==> config.mk <==
export PLATFORM = sky130hd
export DESIGN_NAME = ps2_key_tracker_flat
export DESIGN_NICKNAME = d
export VERILOG_FILES = /design/src/rtl/ps2_key_tracker_pkg.sv /design/src/rtl/ps2_key_tracker_if.sv /design/src/rtl/ps2_rx.sv /design/src/rtl/ps2_key_tracker.sv /design/src/flat_wrapper.sv
export SDC_FILE = /design/constraint.sdc
export NUM_CORES = 1
export LEC_CHECK = 0
export CAP_MARGIN = 20
export CORE_ASPECT_RATIO = 0.7
export CORE_MARGIN = 5
export CORE_UTILIZATION = 61
export CTS_BUF_LIST = sky130_fd_sc_hd__clkbuf_8
export CTS_CLUSTER_SIZE = 24
export DETAILED_ROUTE_END_ITERATION = 12
export PLACE_DENSITY = 0.82
export RECOVER_POWER = 25
export SLEW_MARGIN = 20
export SYNTH_ARGS = -nofsm -noshare
export SYNTH_HDL_FRONTEND = slang
export SYNTH_SLANG_ARGS = --single-unit
export TNS_END_PERCENT = 1
==> constraint.sdc <==
create_clock -name clk -period 2.3 [get_ports clk]
set_clock_uncertainty 0.05 [all_clocks]
set_input_delay 0.46 -clock clk [delete_from_list [all_inputs] [get_ports clk]]
set_output_delay 0.46 -clock clk [all_outputs]
set_load 0.005 [all_outputs]
==> src/rtl/ps2_key_tracker_pkg.sv <==
// ============================================================================
// Module : ps2_key_tracker_pkg
// Brief  : Shared PS/2 codes, FSM state types and the game-key lookup.
// Rev    : 1.0  initial release
// ============================================================================
`default_nettype none

package ps2_key_tracker_pkg;

    localparam logic [7:0] PS2_EXT   = 8'hE0;
    localparam logic [7:0] PS2_BRK   = 8'hF0;
    localparam logic [7:0] KEY_A     = 8'h1C;
    localparam logic [7:0] KEY_D     = 8'h23;
    localparam logic [7:0] KEY_W     = 8'h1D;
    localparam logic [7:0] KEY_SPACE = 8'h29;
    localparam logic [7:0] KEY_R     = 8'h2D;
    localparam logic [7:0] KEY_LEFT  = 8'h6B;
    localparam logic [7:0] KEY_RIGHT = 8'h74;
    localparam logic [7:0] KEY_UP    = 8'h75;

    typedef enum logic [1:0] {RX_IDLE, RX_DATA, RX_PARITY, RX_STOP} rx_state_e;
    typedef enum logic [1:0] {PFX_NONE, PFX_E0, PFX_F0, PFX_E0F0} pfx_state_e;
    typedef enum logic [2:0] {K_A, K_D, K_W, K_SPACE, K_R, K_LEFT, K_RIGHT, K_UP} key_e;

    typedef struct packed {
        logic hit;
        key_e key;
    } key_map_t;

    // Extended and base code spaces overlap, so the prefix decides the table.
    function automatic key_map_t map_key(input logic [7:0] code, input logic ext);
        key_map_t m;
        m.hit = 1'b1;
        m.key = K_A;
        if (ext) begin
            case (code)
                KEY_LEFT:  m.key = K_LEFT;
                KEY_RIGHT: m.key = K_RIGHT;
                KEY_UP:    m.key = K_UP;
                default:   m.hit = 1'b0;
            endcase
        end else begin
            case (code)
                KEY_A:     m.key = K_A;
                KEY_D:     m.key = K_D;
                KEY_W:     m.key = K_W;
                KEY_SPACE: m.key = K_SPACE;
                KEY_R:     m.key = K_R;
                default:   m.hit = 1'b0;
            endcase
        end
        return m;
    endfunction

endpackage

`default_nettype wire

==> src/rtl/ps2_key_tracker_if.sv <==
// ============================================================================
// Module : ps2_key_tracker_if
// Brief  : PS/2 pin inputs and decoded game-key outputs of the tracker.
// Rev    : 1.0  initial release
// ============================================================================
`default_nettype none

interface ps2_key_tracker_if;
    logic       ps2_clk;
    logic       ps2_data;
    logic       left;
    logic       right;
    logic       jump;
    logic       retry;
    logic [7:0] scan_code;
    logic       code_valid;
    logic       frame_err;

    modport master (
        output ps2_clk, ps2_data,
        input  left, right, jump, retry, scan_code, code_valid, frame_err
    );

    modport slave (
        input  ps2_clk, ps2_data,
        output left, right, jump, retry, scan_code, code_valid, frame_err
    );
endinterface

`default_nettype wire

==> src/rtl/ps2_rx.sv <==
// ============================================================================
// Module : ps2_rx
// Brief  : PS/2 frame receiver: synchroniser, falling-edge detect, 11-bit FSM, watchdog.
// Rev    : 1.0  initial release
// ============================================================================
`default_nettype none

module ps2_rx
    import ps2_key_tracker_pkg::*;
#(
    parameter int TIMEOUT_CYCLES = 20000,
    parameter int SYNC_STAGES    = 2
) (
    input  logic       clk,
    input  logic       rstn,
    input  logic       ps2_clk,
    input  logic       ps2_data,
    output logic [7:0] scan_code,
    output logic       code_valid,
    output logic       frame_err
);
    localparam int             CNT_W       = $clog2(TIMEOUT_CYCLES + 1);
    localparam logic [CNT_W-1:0] TIMEOUT_VAL = CNT_W'(TIMEOUT_CYCLES);

    logic [SYNC_STAGES-1:0] clk_sync, data_sync;
    logic                   clk_prev;
    logic                   clk_s, data_s, fall, any_edge, timeout;
    rx_state_e              state, state_next;
    logic [2:0]             bit_cnt;
    logic [7:0]             shreg;
    logic                   par_bit;
    logic [CNT_W-1:0]       wd_cnt;
    logic                   accept, err;

    // Idle PS/2 lines float high, so the chain resets to 1 to avoid a false edge.
    always_ff @(posedge clk) begin
        if (!rstn) begin
            clk_sync  <= '1;
            data_sync <= '1;
            clk_prev  <= 1'b1;
        end else begin
            clk_sync  <= {clk_sync[SYNC_STAGES-2:0], ps2_clk};
            data_sync <= {data_sync[SYNC_STAGES-2:0], ps2_data};
            clk_prev  <= clk_s;
        end
    end

    assign clk_s    = clk_sync[SYNC_STAGES-1];
    assign data_s   = data_sync[SYNC_STAGES-1];
    assign fall     = clk_prev & ~clk_s;
    assign any_edge = clk_prev ^ clk_s;
    assign timeout  = (state != RX_IDLE) && (wd_cnt == TIMEOUT_VAL);

    always_ff @(posedge clk) begin
        if (!rstn) state <= RX_IDLE;
        else       state <= state_next;
    end

    always_comb begin
        state_next = state;
        if (timeout) begin
            state_next = RX_IDLE;
        end else if (fall) begin
            case (state)
                RX_IDLE:   if (!data_s) state_next = RX_DATA;
                RX_DATA:   if (bit_cnt == 3'd7) state_next = RX_PARITY;
                RX_PARITY: state_next = RX_STOP;
                RX_STOP:   state_next = RX_IDLE;
                default:   state_next = RX_IDLE;
            endcase
        end
    end

    always_comb begin
        accept = 1'b0;
        err    = 1'b0;
        if (timeout) begin
            err = 1'b1;
        end else if (fall) begin
            case (state)
                RX_IDLE: err = data_s;
                RX_STOP: begin
                    if (data_s && (^{shreg, par_bit})) accept = 1'b1;
                    else                               err    = 1'b1;
                end
                default: ;
            endcase
        end
    end

    always_ff @(posedge clk) begin
        if (!rstn) begin
            bit_cnt    <= 3'd0;
            shreg      <= 8'h00;
            par_bit    <= 1'b0;
            wd_cnt     <= '0;
            scan_code  <= 8'h00;
            code_valid <= 1'b0;
            frame_err  <= 1'b0;
        end else begin
            code_valid <= accept;
            frame_err  <= err;
            if (accept) scan_code <= shreg;
            if (state == RX_IDLE || any_edge) wd_cnt <= '0;
            else if (!timeout)                wd_cnt <= wd_cnt + 1'b1;
            if (fall) begin
                case (state)
                    RX_IDLE:   bit_cnt <= 3'd0;
                    RX_DATA: begin
                        shreg   <= {data_s, shreg[7:1]};
                        bit_cnt <= bit_cnt + 3'd1;
                    end
                    RX_PARITY: par_bit <= data_s;
                    default: ;
                endcase
            end
        end
    end

endmodule

`default_nettype wire

==> src/rtl/ps2_key_tracker.sv <==
// ============================================================================
// Module : ps2_key_tracker
// Brief  : PS/2 receiver, E0/F0 prefix FSM and held-flag register for game keys.
// Rev    : 1.0  initial release
// ============================================================================
`default_nettype none

module ps2_key_tracker
    import ps2_key_tracker_pkg::*;
#(
    parameter int TIMEOUT_CYCLES = 20000,
    parameter int SYNC_STAGES    = 2
) (
    input  logic               clk,
    input  logic               rstn,
    ps2_key_tracker_if.slave   bus
);
    logic [7:0] scan_code;
    logic       code_valid, frame_err;
    pfx_state_e pfx_state, pfx_next;
    logic       make_evt, brk_evt, ext_evt;
    key_map_t   km;
    logic [7:0] held;
    logic       retry;

    ps2_rx #(
        .TIMEOUT_CYCLES (TIMEOUT_CYCLES),
        .SYNC_STAGES    (SYNC_STAGES)
    ) u_rx (
        .clk        (clk),
        .rstn       (rstn),
        .ps2_clk    (bus.ps2_clk),
        .ps2_data   (bus.ps2_data),
        .scan_code  (scan_code),
        .code_valid (code_valid),
        .frame_err  (frame_err)
    );

    always_ff @(posedge clk) begin
        if (!rstn) pfx_state <= PFX_NONE;
        else       pfx_state <= pfx_next;
    end

    always_comb begin
        pfx_next = pfx_state;
        if (code_valid) begin
            case (pfx_state)
                PFX_NONE: begin
                    if      (scan_code == PS2_EXT) pfx_next = PFX_E0;
                    else if (scan_code == PS2_BRK) pfx_next = PFX_F0;
                    else                           pfx_next = PFX_NONE;
                end
                PFX_E0: begin
                    if      (scan_code == PS2_BRK) pfx_next = PFX_E0F0;
                    else if (scan_code == PS2_EXT) pfx_next = PFX_E0;
                    else                           pfx_next = PFX_NONE;
                end
                default: pfx_next = PFX_NONE;
            endcase
        end
    end

    always_comb begin
        make_evt = 1'b0;
        brk_evt  = 1'b0;
        ext_evt  = 1'b0;
        if (code_valid) begin
            case (pfx_state)
                PFX_NONE: make_evt = (scan_code != PS2_EXT) && (scan_code != PS2_BRK);
                PFX_E0: begin
                    make_evt = (scan_code != PS2_EXT) && (scan_code != PS2_BRK);
                    ext_evt  = 1'b1;
                end
                PFX_F0:  brk_evt = 1'b1;
                default: begin
                    brk_evt = 1'b1;
                    ext_evt = 1'b1;
                end
            endcase
        end
    end

    assign km = map_key(scan_code, ext_evt);

    // retry fires only on the not-held -> held transition, so typematic repeats are silent.
    always_ff @(posedge clk) begin
        if (!rstn) begin
            held  <= 8'h00;
            retry <= 1'b0;
        end else begin
            retry <= 1'b0;
            if (km.hit && make_evt) begin
                held[km.key] <= 1'b1;
                if (km.key == K_R && !held[K_R]) retry <= 1'b1;
            end else if (km.hit && brk_evt) begin
                held[km.key] <= 1'b0;
            end
        end
    end

    assign bus.left       = held[K_LEFT]  | held[K_A];
    assign bus.right      = held[K_RIGHT] | held[K_D];
    assign bus.jump       = held[K_UP]    | held[K_W] | held[K_SPACE];
    assign bus.retry      = retry;
    assign bus.scan_code  = scan_code;
    assign bus.code_valid = code_valid;
    assign bus.frame_err  = frame_err;

endmodule

`default_nettype wire

==> src/flat_wrapper.sv <==
// flat-port wrapper written by rule: the top's interface ports become plain ports
module ps2_key_tracker_flat import ps2_key_tracker_pkg::*;
#(
    parameter int TIMEOUT_CYCLES = 20000,
    parameter int SYNC_STAGES    = 2
)
  (clk, rstn, bus_ps2_clk, bus_ps2_data, bus_left, bus_right, bus_jump, bus_retry, bus_scan_code, bus_code_valid, bus_frame_err);
  ps2_key_tracker_if bus_i ();
  input  logic clk;
  input  logic rstn;
  input wire logic [$bits(bus_i.ps2_clk)-1:0] bus_ps2_clk;
  input wire logic [$bits(bus_i.ps2_data)-1:0] bus_ps2_data;
  output wire logic [$bits(bus_i.left)-1:0] bus_left;
  output wire logic [$bits(bus_i.right)-1:0] bus_right;
  output wire logic [$bits(bus_i.jump)-1:0] bus_jump;
  output wire logic [$bits(bus_i.retry)-1:0] bus_retry;
  output wire logic [$bits(bus_i.scan_code)-1:0] bus_scan_code;
  output wire logic [$bits(bus_i.code_valid)-1:0] bus_code_valid;
  output wire logic [$bits(bus_i.frame_err)-1:0] bus_frame_err;
  assign bus_i.ps2_clk = bus_ps2_clk;
  assign bus_i.ps2_data = bus_ps2_data;
  assign bus_left = bus_i.left;
  assign bus_right = bus_i.right;
  assign bus_jump = bus_i.jump;
  assign bus_retry = bus_i.retry;
  assign bus_scan_code = bus_i.scan_code;
  assign bus_code_valid = bus_i.code_valid;
  assign bus_frame_err = bus_i.frame_err;
  ps2_key_tracker #(.TIMEOUT_CYCLES(TIMEOUT_CYCLES), .SYNC_STAGES(SYNC_STAGES)) u_core (.clk(clk), .rstn(rstn), .bus(bus_i));
endmodule
Word-level counts from Yosys, hierarchy flattened:

Index checks and enable logic that the tools add are counted.

* flip-flop bits (word level): 55
* input port bits: 4
* output and inout port bits: 14
* word-level logic and storage cells: 110

* add/sub/neg operators: 2
* $lt $le $gt $ge: 2
* equal/unequal tests: 22
* mux-type cells: 33
* bitwise operators: 11
* reduce and logical (&&, ||, !) cells: 26

Operators by type and width (number)
* 8-bit by 6-bit equality test with 1-bit output, second input constant: 3
* 8-bit by 7-bit equality test with 1-bit output, second input constant: 3
* 1-bit 2-to-1 mux: 18
* 8-bit by 5-bit equality test with 1-bit output, second input constant: 2
* 8-bit equality test, second input constant: 2
* 8-bit 2-to-1 mux: 2
* 8-bit != test, second input constant: 2
* 15-bit by 1-bit adder with 15-bit output, second input constant: 1
* 15-bit equality test, second input constant: 1
* 3-bit case mux with 4 select lines: 1
* 2-bit 2-to-1 mux: 5
* 3-bit case mux with 3 select lines: 1
* 9-bit parity: 1
* 8-bit AND: 1
* 8-bit inverter: 1
* 8-bit bitwise OR: 1
* 2-bit case mux with 4 select lines: 1
* 2-bit AND reduction: 4
* 2-bit OR reduction: 4
* 1-bit logical AND: 7
* 2-bit equality test, second input constant: 3
* 3-bit equality test, second input constant: 2
* 3-bit case mux with 2 select lines: 1
* 2-bit nonzero test: 3
* other kinds (19): 26

Depth between registers and ports, before layout:

* depth in word-level cells: 13
* mapped depth: 7
* gate-level depth less buffers: 7

By module:

Synthesis repeated with hierarchy kept, for this count alone.

* cells, all modules: 315
* area, all modules: 2746.4 um^2

Modules (own cells, without submodules)
* ps2_rx: instances 1, cells each 219, area each 1969.4 um^2, seq. area each 880.8 um^2
* ps2_key_tracker: instances 1, cells each 96, area each 777.0 um^2, seq. area each 220.2 um^2

Worst setup path after synthesis:

Ideal clock, no wire load.

* path type: reg2reg
* from: reg u_core.u_rx.scan_code[5]
* to: reg (tool-made name)
* data arrival time: 1.816 ns
* required time: 2.178 ns
* path slack: 0.363 ns
* cell stages (with the launch flop): 6
* clock period less this slack: 1.937 ns
* path through: dfxtp_1 or3b_4 o41a_1 nor3b_2 and4_1 mux2i_1

RTL lines
* start: declaration: line ps2_rx.sv:18 `output logic [7:0] scan_code,`
* start signal: assignment: line ps2_rx.sv:103 `if (accept) scan_code <= shreg;`

==> qor.tcl <==
set qor(core_region_area_sq_mm) 0.00425
set qor(worst_ep_arrival_time_ns) 2.30
set qor(worst_pin_slew_ns) 0.673
set qor(grt_first_pass_wirelength_mm) 9.42
set qor(sequential_share_of_the_synthesized_area_pct) 41.8
set qor(route.detailed.drc) 0
set qor(clock_transition_at_the_register_clock_pins_on_the_worst_setup_and_hold_paths_after_cts_ns) 0.10
set qor(worstSetupStartpointType) {flip-flop}
set qor(post_synth_xor_area_fraction_pct) 7.51
set qor(synth_largest_area_cell) {sky130_fd_sc_hd__dfxtp_1}
set qor(cts_tree) {built}
set qor(endpoint_kind) {flip-flop}
set qor(max_slew_margin_pct) 54.5
set qor(syn-num-nets) 314
set qor(post-synth-top-count-cell) {sky130_fd_sc_hd__dfxtp_1}
set qor(clock-root-buffer) {sky130_fd_sc_hd__clkbuf_8}
set qor(filler_cell_count) 334
set qor(hold_crit_class) {flip-flop to flip-flop}
set qor(final-instance-count-excl-fill) 378
set qor(synth_compound_area_share_pct) 10.2
set qor(grt_start_max_net_pins) 23
set qor(number_of_global_route_vias_before_repair) 2073
set qor(cts_resized) 0
set qor(firstDrtPassIters) 5
set qor(port_buffers) 17
set qor(viasPerCell) 5.54
set qor(placementRows) 20
set qor(globalRoute.totalOverflow) 0
set qor(final.setup.tns_ns) 0
set qor(hpwl_after_dpl_mm) 3.91
set qor(synth_fa_ha_area_share_pct) 4.75
set qor(design.portCount) 18
set qor(grt_util_all_layers_pct) 20.6
set qor(timing.final.max_slew_violations) 0
set qor(yosysWarningCount) 0
set qor(muxShareOfSynthArea_pct) 5.70
set qor(drt-total-wl_mm) 5.24
set qor(fp.dieArea_sq_mm) 0.00575
set qor(routed-via-count) 2094
set qor(synthesis.area_sq_mm) 0.00263
set qor(run_status) {complete, no violations}
set qor(leakagePower_uw) 0.00105
set qor(layout.area.seq_sq_mm) 0.00110
set qor(crit_path_max_fanout) 9
set qor(timing.fmax_mhz) 471
set qor(cts_h_tree_depth) 2
set qor(tritoncts_buffer_count) 5
set qor(floorplan.die.width_microns) 88.5
set qor(multiInputGateArea_sq_mm) 0.00147
set qor(post-route-worst-setup-slack_ns) 0.175
set qor(ant_nets) 0
set qor(cap_viol_max_count) 0
set qor(pwr_density_cell_mw_per_mm2) 549
set qor(n_antenna_cell) 0
set qor(synth_simple_gate_area_share_pct) 27.6
set qor(cts-hold-fix-buffers) 0
set qor(synth.cells.most_frequent) {55 x sky130_fd_sc_hd__dfxtp_1, 51 x sky130_fd_sc_hd__nand2_1, 26 x sky130_fd_sc_hd__nor2_1, 16 x sky130_fd_sc_hd__a21oi_1, 15 x sky130_fd_sc_hd__mux2i_1}
set qor(area_growth_pct) 13.8
set qor(placedCellCount) 370
set qor(die_y_microns) 65.0
set qor(clock_path_buffers) 2
set qor(synth_top_family_by_area) {simple AND/OR/NAND/NOR gates}
set qor(synth_cells) 300
set qor(finalSetupViolations) 0
set qor(fraction_of_synthesized_cell_area_taken_by_the_top_area_cell_type_pct) 41.8
set qor(period_needed_ns) 2.13
set qor(setup_repair_after_global_routing_missed_its_margin) {no}
set qor(drtIter0Drc) 165
set qor(post_route_cells_drive_above_1_share_pct) 7.12
set qor(netlist_top_cells_area) {sky130_fd_sc_hd__dfxtp_1 42%, sky130_fd_sc_hd__nand2_1 7.3%, sky130_fd_sc_hd__mux2i_1 5.7%, sky130_fd_sc_hd__ha_1 4.8%, sky130_fd_sc_hd__nor2_1 3.7%}
set qor(postSynth.asyncResetShare_pct) 0
set qor(clock-sinks) 55
set qor(dpl_worst_slack_ns) 0.228
set qor(finalHoldViolations) 0
set qor(post-route-period-util_pct) 92.4
set qor(final_net_count) 336
set qor(worst-endpoint-required_ns) 2.48
set qor(synth.lib_cells_used.distinct) 52
set qor(clock_insertion_delay_worst_skew_ns) 0.31
set qor(initial_core_util_pct) 61.9
set qor(post_synthesis_register_bit_count) 55
set qor(ys_flop_type) {sky130_fd_sc_hd__dfxtp_1}
set qor(synth_edf_count) 0
set qor(place.gp.congestion) 0.939
set qor(antenna_found_initial) 0
set qor(mapped_avg_cell_area_sq_um) 8.78
set qor(critical_path_class) {flip-flop to flip-flop}
set qor(drt-wirelength-per-cell_microns) 13.9
set qor(postCtsSetupBuffers) 0
set qor(vdd_ir_drop_max_mv) 0.438
## stage by stage
step | utilization [%] | power [uW] | hold WS (ns) | area, sq um
4_1_cts | 70.6 | 1650 | 0.381 | 3000
3_3_place_gp | 67.9 | 1010 | 0.342 | 2890
2_1_floorplan | - | 1000 | 0.336 | 2630
5_1_grt | 70.5 | 1720 | 0.397 | 3000
3_5_place_dp | 67.9 | 1020 | 0.351 | 2890
6_report | 70.5 | 1650 | 0.378 | 3000
## critical path: stages, from the launching register on
cell                       delay (ns)
sky130_fd_sc_hd__dfxtp_1         0.46
sky130_fd_sc_hd__or3b_4          0.43
sky130_fd_sc_hd__o41a_1          0.44
sky130_fd_sc_hd__a221oi_4        0.33
sky130_fd_sc_hd__nand3_1         0.15
sky130_fd_sc_hd__a21oi_1         0.18
## power breakdown
group	switching, uW	leakage [uW]	total (uW)	internal, uW
Combinational	21.7	0.000554	33.4	11.6
Sequential	2.45	0.000444	959	956
Clock	325	0.0000548	653	328
Total	349	0.00105	1650	1300
## placed cells by master, fill, tap and decap left out, types with 3 or more instances in the layout
cell                              instances
sky130_fd_sc_hd__a21oi_1                 16
sky130_fd_sc_hd__and3_1                   4
sky130_fd_sc_hd__buf_4                    5
sky130_fd_sc_hd__clkbuf_8                 5
sky130_fd_sc_hd__clkdlybuf4s50_1         15
sky130_fd_sc_hd__dfxtp_1                 55
sky130_fd_sc_hd__ha_1                    10
sky130_fd_sc_hd__inv_1                    8
sky130_fd_sc_hd__mux2i_1                 15
sky130_fd_sc_hd__nand2_1                 51
sky130_fd_sc_hd__nand2b_1                 7
sky130_fd_sc_hd__nand3_1                 12
sky130_fd_sc_hd__nand4_1                  5
sky130_fd_sc_hd__nor2_1                  26
sky130_fd_sc_hd__nor2b_1                  4
sky130_fd_sc_hd__nor3_1                   7
sky130_fd_sc_hd__nor4b_1                  3
sky130_fd_sc_hd__o21ai_0                  8
sky130_fd_sc_hd__xnor2_1                 10
sky130_fd_sc_hd__xor2_1                  10
## cells by family after synthesis
family	after synthesis
compound gates	40
mux	15
xor+xnor	21
simple gates	142
buf+inv	17
flops	55
fa+ha+maj	10
## worst paths after layout
check / from / to / slack, ns / cells past startpoint
worst max-delay path: u_core.u_rx.scan_code[5] / flip-flop / 0.17 / 5
worst min-delay path: u_core.u_rx.data_sync[0] / u_core.u_rx.data_sync[1] / 0.38 / 1
worst max register to register: u_core.u_rx.scan_code[5] / flip-flop / 0.17 / 5
worst min register to register: u_core.u_rx.data_sync[0] / u_core.u_rx.data_sync[1] / 0.38 / 1
## per-layer routing
layer	wire, microns	part of all wire, %	global-route usage, %	vias up
li1	-	-	-	1078
met1	2560	49	28.2	983
met2	2470	47	31.8	29
met3	183	3.5	4.70	4
met4	27	0.52	6.60	0
met5	0	0	0	-
## final cells by class
type / count / share of cell area [%]
clock buffers: 5 / 2.30
clock inverters: 3 / 1.54
inverters: 9 / 1.13
multi-input cells: 228 / 49.0
flip-flops and latches: 55 / 36.7
well taps: 55 / 2.30
repair buffers: 23 / 7.05
Power figures use the tool's default switching activity.
==> RTL edit, RTL diff (same settings) <==
Reset style: asynchronous (`rstn`), changed in 5 clocked blocks.
--- a/src/rtl/ps2_rx.sv
+++ b/src/rtl/ps2_rx.sv
@@ -34,5 +34,5 @@
 
     // Idle PS/2 lines float high, so the chain resets to 1 to avoid a false edge.
-    always_ff @(posedge clk) begin
+    always_ff @(posedge clk or negedge rstn) begin
         if (!rstn) begin
             clk_sync  <= '1;
@@ -52,5 +52,5 @@
     assign timeout  = (state != RX_IDLE) && (wd_cnt == TIMEOUT_VAL);
 
-    always_ff @(posedge clk) begin
+    always_ff @(posedge clk or negedge rstn) begin
         if (!rstn) state <= RX_IDLE;
         else       state <= state_next;
@@ -89,5 +89,5 @@
     end
 
-    always_ff @(posedge clk) begin
+    always_ff @(posedge clk or negedge rstn) begin
         if (!rstn) begin
             bit_cnt    <= 3'd0;
--- a/src/rtl/ps2_key_tracker.sv
+++ b/src/rtl/ps2_key_tracker.sv
@@ -37,5 +37,5 @@
     );
 
-    always_ff @(posedge clk) begin
+    always_ff @(posedge clk or negedge rstn) begin
         if (!rstn) pfx_state <= PFX_NONE;
         else       pfx_state <= pfx_next;
@@ -84,5 +84,5 @@
 
     // retry fires only on the not-held -> held transition, so typematic repeats are silent.
-    always_ff @(posedge clk) begin
+    always_ff @(posedge clk or negedge rstn) begin
         if (!rstn) begin
             held  <= 8'h00;
Formal check against the unedited RTL: differs if rstn is asserted again (counterexample within 4 cycles, from zero or initial values and one cycle with rstn low); with rstn held inactive, the same outputs for 10 cycles.
==> RTL edit against the original RTL <==
Sequential cell count is the same; cell area grew 6.0%; critical path depth grew 2; worst setup slack lost 0.075 ns; die area grew 6.2%; core utilization grew 1.7 points; synthesized area grew 7.2%; routed wire length grew 2.3%; critical path type unchanged; largest cell class is now flip-flops and latches; highest routed layer unchanged.
Power is not compared: it rests on default switching activity, and its combinational part moved more than twofold at a synthesized area within 25%.
==> RTL edit: results <==
placement:
  pre_cts_ws_ns: 0.1305
  place_hpwl_um: 4095
  gp_congestion: 0.8759
  dp_cells: 322
drt:
  drtIter0Drc: 164
  wl_per_cell_um: 16.25
  vias: 1909
  first_pass_iters: 4
worst_setup_path:
  r2r_start: "u_core.u_rx.state[0]"
  r2r_slack_ns: 0.1
  r2r_cells: 7
  slowest_delay_ns: 0.43
  path_delay_family: "simple AND/OR/NAND/NOR gates"
  cp.arrival_ns: 2.34
  cpMaxStageDelayCell: "dfrtp_1"
run_status:
  status: "finished, final reports clean"
synth:
  syn_nets: 264
  seq_area_frac_synth_pct: 48.98
  async_flop_share_pct: 100.0
  yosys-top-cells-count: "dfrtp_1 (50), nor2_1 (18), nand2_1 (16)"
  syn_inst: 251
  yosys-top-cells-area: "dfrtp_1 (44%), mux2_1 (6.0%), dfstp_2 (4.7%), ha_1 (4.0%), xor2_1 (2.8%)"
  yosysUniqueCellTypes: 56
finish:
  fin_nets: 287
  final-instance-count-excl-fill: 330
  multiInputGateArea_um2: 1356
  n_fill_cell: 329
clock_network:
  worstSkewPairLatency_ns: 0.30
global_route:
  grt_usage_pct: 19.97
  grt_max_degree: 29
  grt_pass1_wl_um: 9625
  met2_usage_pct: 30.85
  grt_pass1_vias: 1977
timing:
  slew_headroom_pct: 42.06
  hold_slack_ns: 0.1905
min_path:
  hp-class: "input pin to async pin"
==> RTL edit: changes by cell type after synthesis, sizes merged, moves of 3 or more <==
cell | before | now
nand2 | 52 | 16
nor3 | 8 | 2
dfstp | 0 | 5
nand2b | 7 | 2
mux2 | 0 | 25
dfrtp | 0 | 50
mux2i | 15 | 0
nor2 | 27 | 18
inv | 8 | 13
a21oi | 16 | 7
nand4 | 5 | 9
nand3b | 1 | 5
dfxtp | 55 | 0
nand3 | 12 | 9
==> RTL edit: kinds of logic (layout without fill, tap and decap cells) <==
family | count (synthesis) | in the layout | synth area share, %
AO/OA/AOI/OAI | 32 | 32 | 7.580
multiplexers | 25 | 25 | 10.51
adder cells (fa/ha/maj) | 9 | 9 | 3.989
flip-flops | 55 | 55 | 48.98
XOR/XNOR | 19 | 19 | 6.649
buffers and inverters | 20 | 44 | 2.969
AND/OR/NAND/NOR | 91 | 91 | 19.33
==> RTL edit: cell type report <==
cell class                      count  area share [%]
Multi-Input combinational cell    176           42.68
Clock inverter                      3           1.457
Tap cell                           55           2.165
Inverter                           13           1.535
Clock buffer                        5           2.165
Timing Repair Buffer               23           6.496
Sequential cell                    55           43.50
==> RTL edit: worst register-to-register path, cell delays in order (launching register included) <==
cell and delay, ns:
dfrtp_1 0.43, inv_1 0.09, ha_1 0.21, nor4bb_1 0.36, nand4_1 0.17, and3_1 0.26, nand3_4 0.16, mux2_1 0.35
==> RTL edit: power by group <==
group          internal [mW]  total (mW)  switching, mW
Combinational          0.551        1.06          0.508
Clock                  0.328       0.636          0.308
Sequential              1.14        1.36          0.221
==> RTL edit: how the worst max path moves through the flow <==
stage,slack [ns],cells past startpoint,startpoint,to
final,0.1,7,u_core.u_rx.state[0],u_core.u_rx.scan_code[6]
after global routing,0.03,7,u_core.u_rx.state[0],u_core.u_rx.scan_code[4]
after CTS,0.12,7,u_core.u_rx.state[0],u_core.u_rx.scan_code[6]
after detailed placement,0.13,7,u_core.u_rx.state[0],u_core.u_rx.scan_code[6]
after global placement,0.23,5,u_core.u_rx.scan_code[7],flop
after floorplan,0.24,7,u_core.u_rx.state[0],u_core.u_rx.scan_code[4]
==> RTL edit: layer usage <==
layer | share of wire [%] | up-vias
li1 | - | 930
met1 | 50 | 936
met2 | 44 | 39
met3 | 4.9 | 4
met4 | 0.71 | 0
met5 | 0 | -
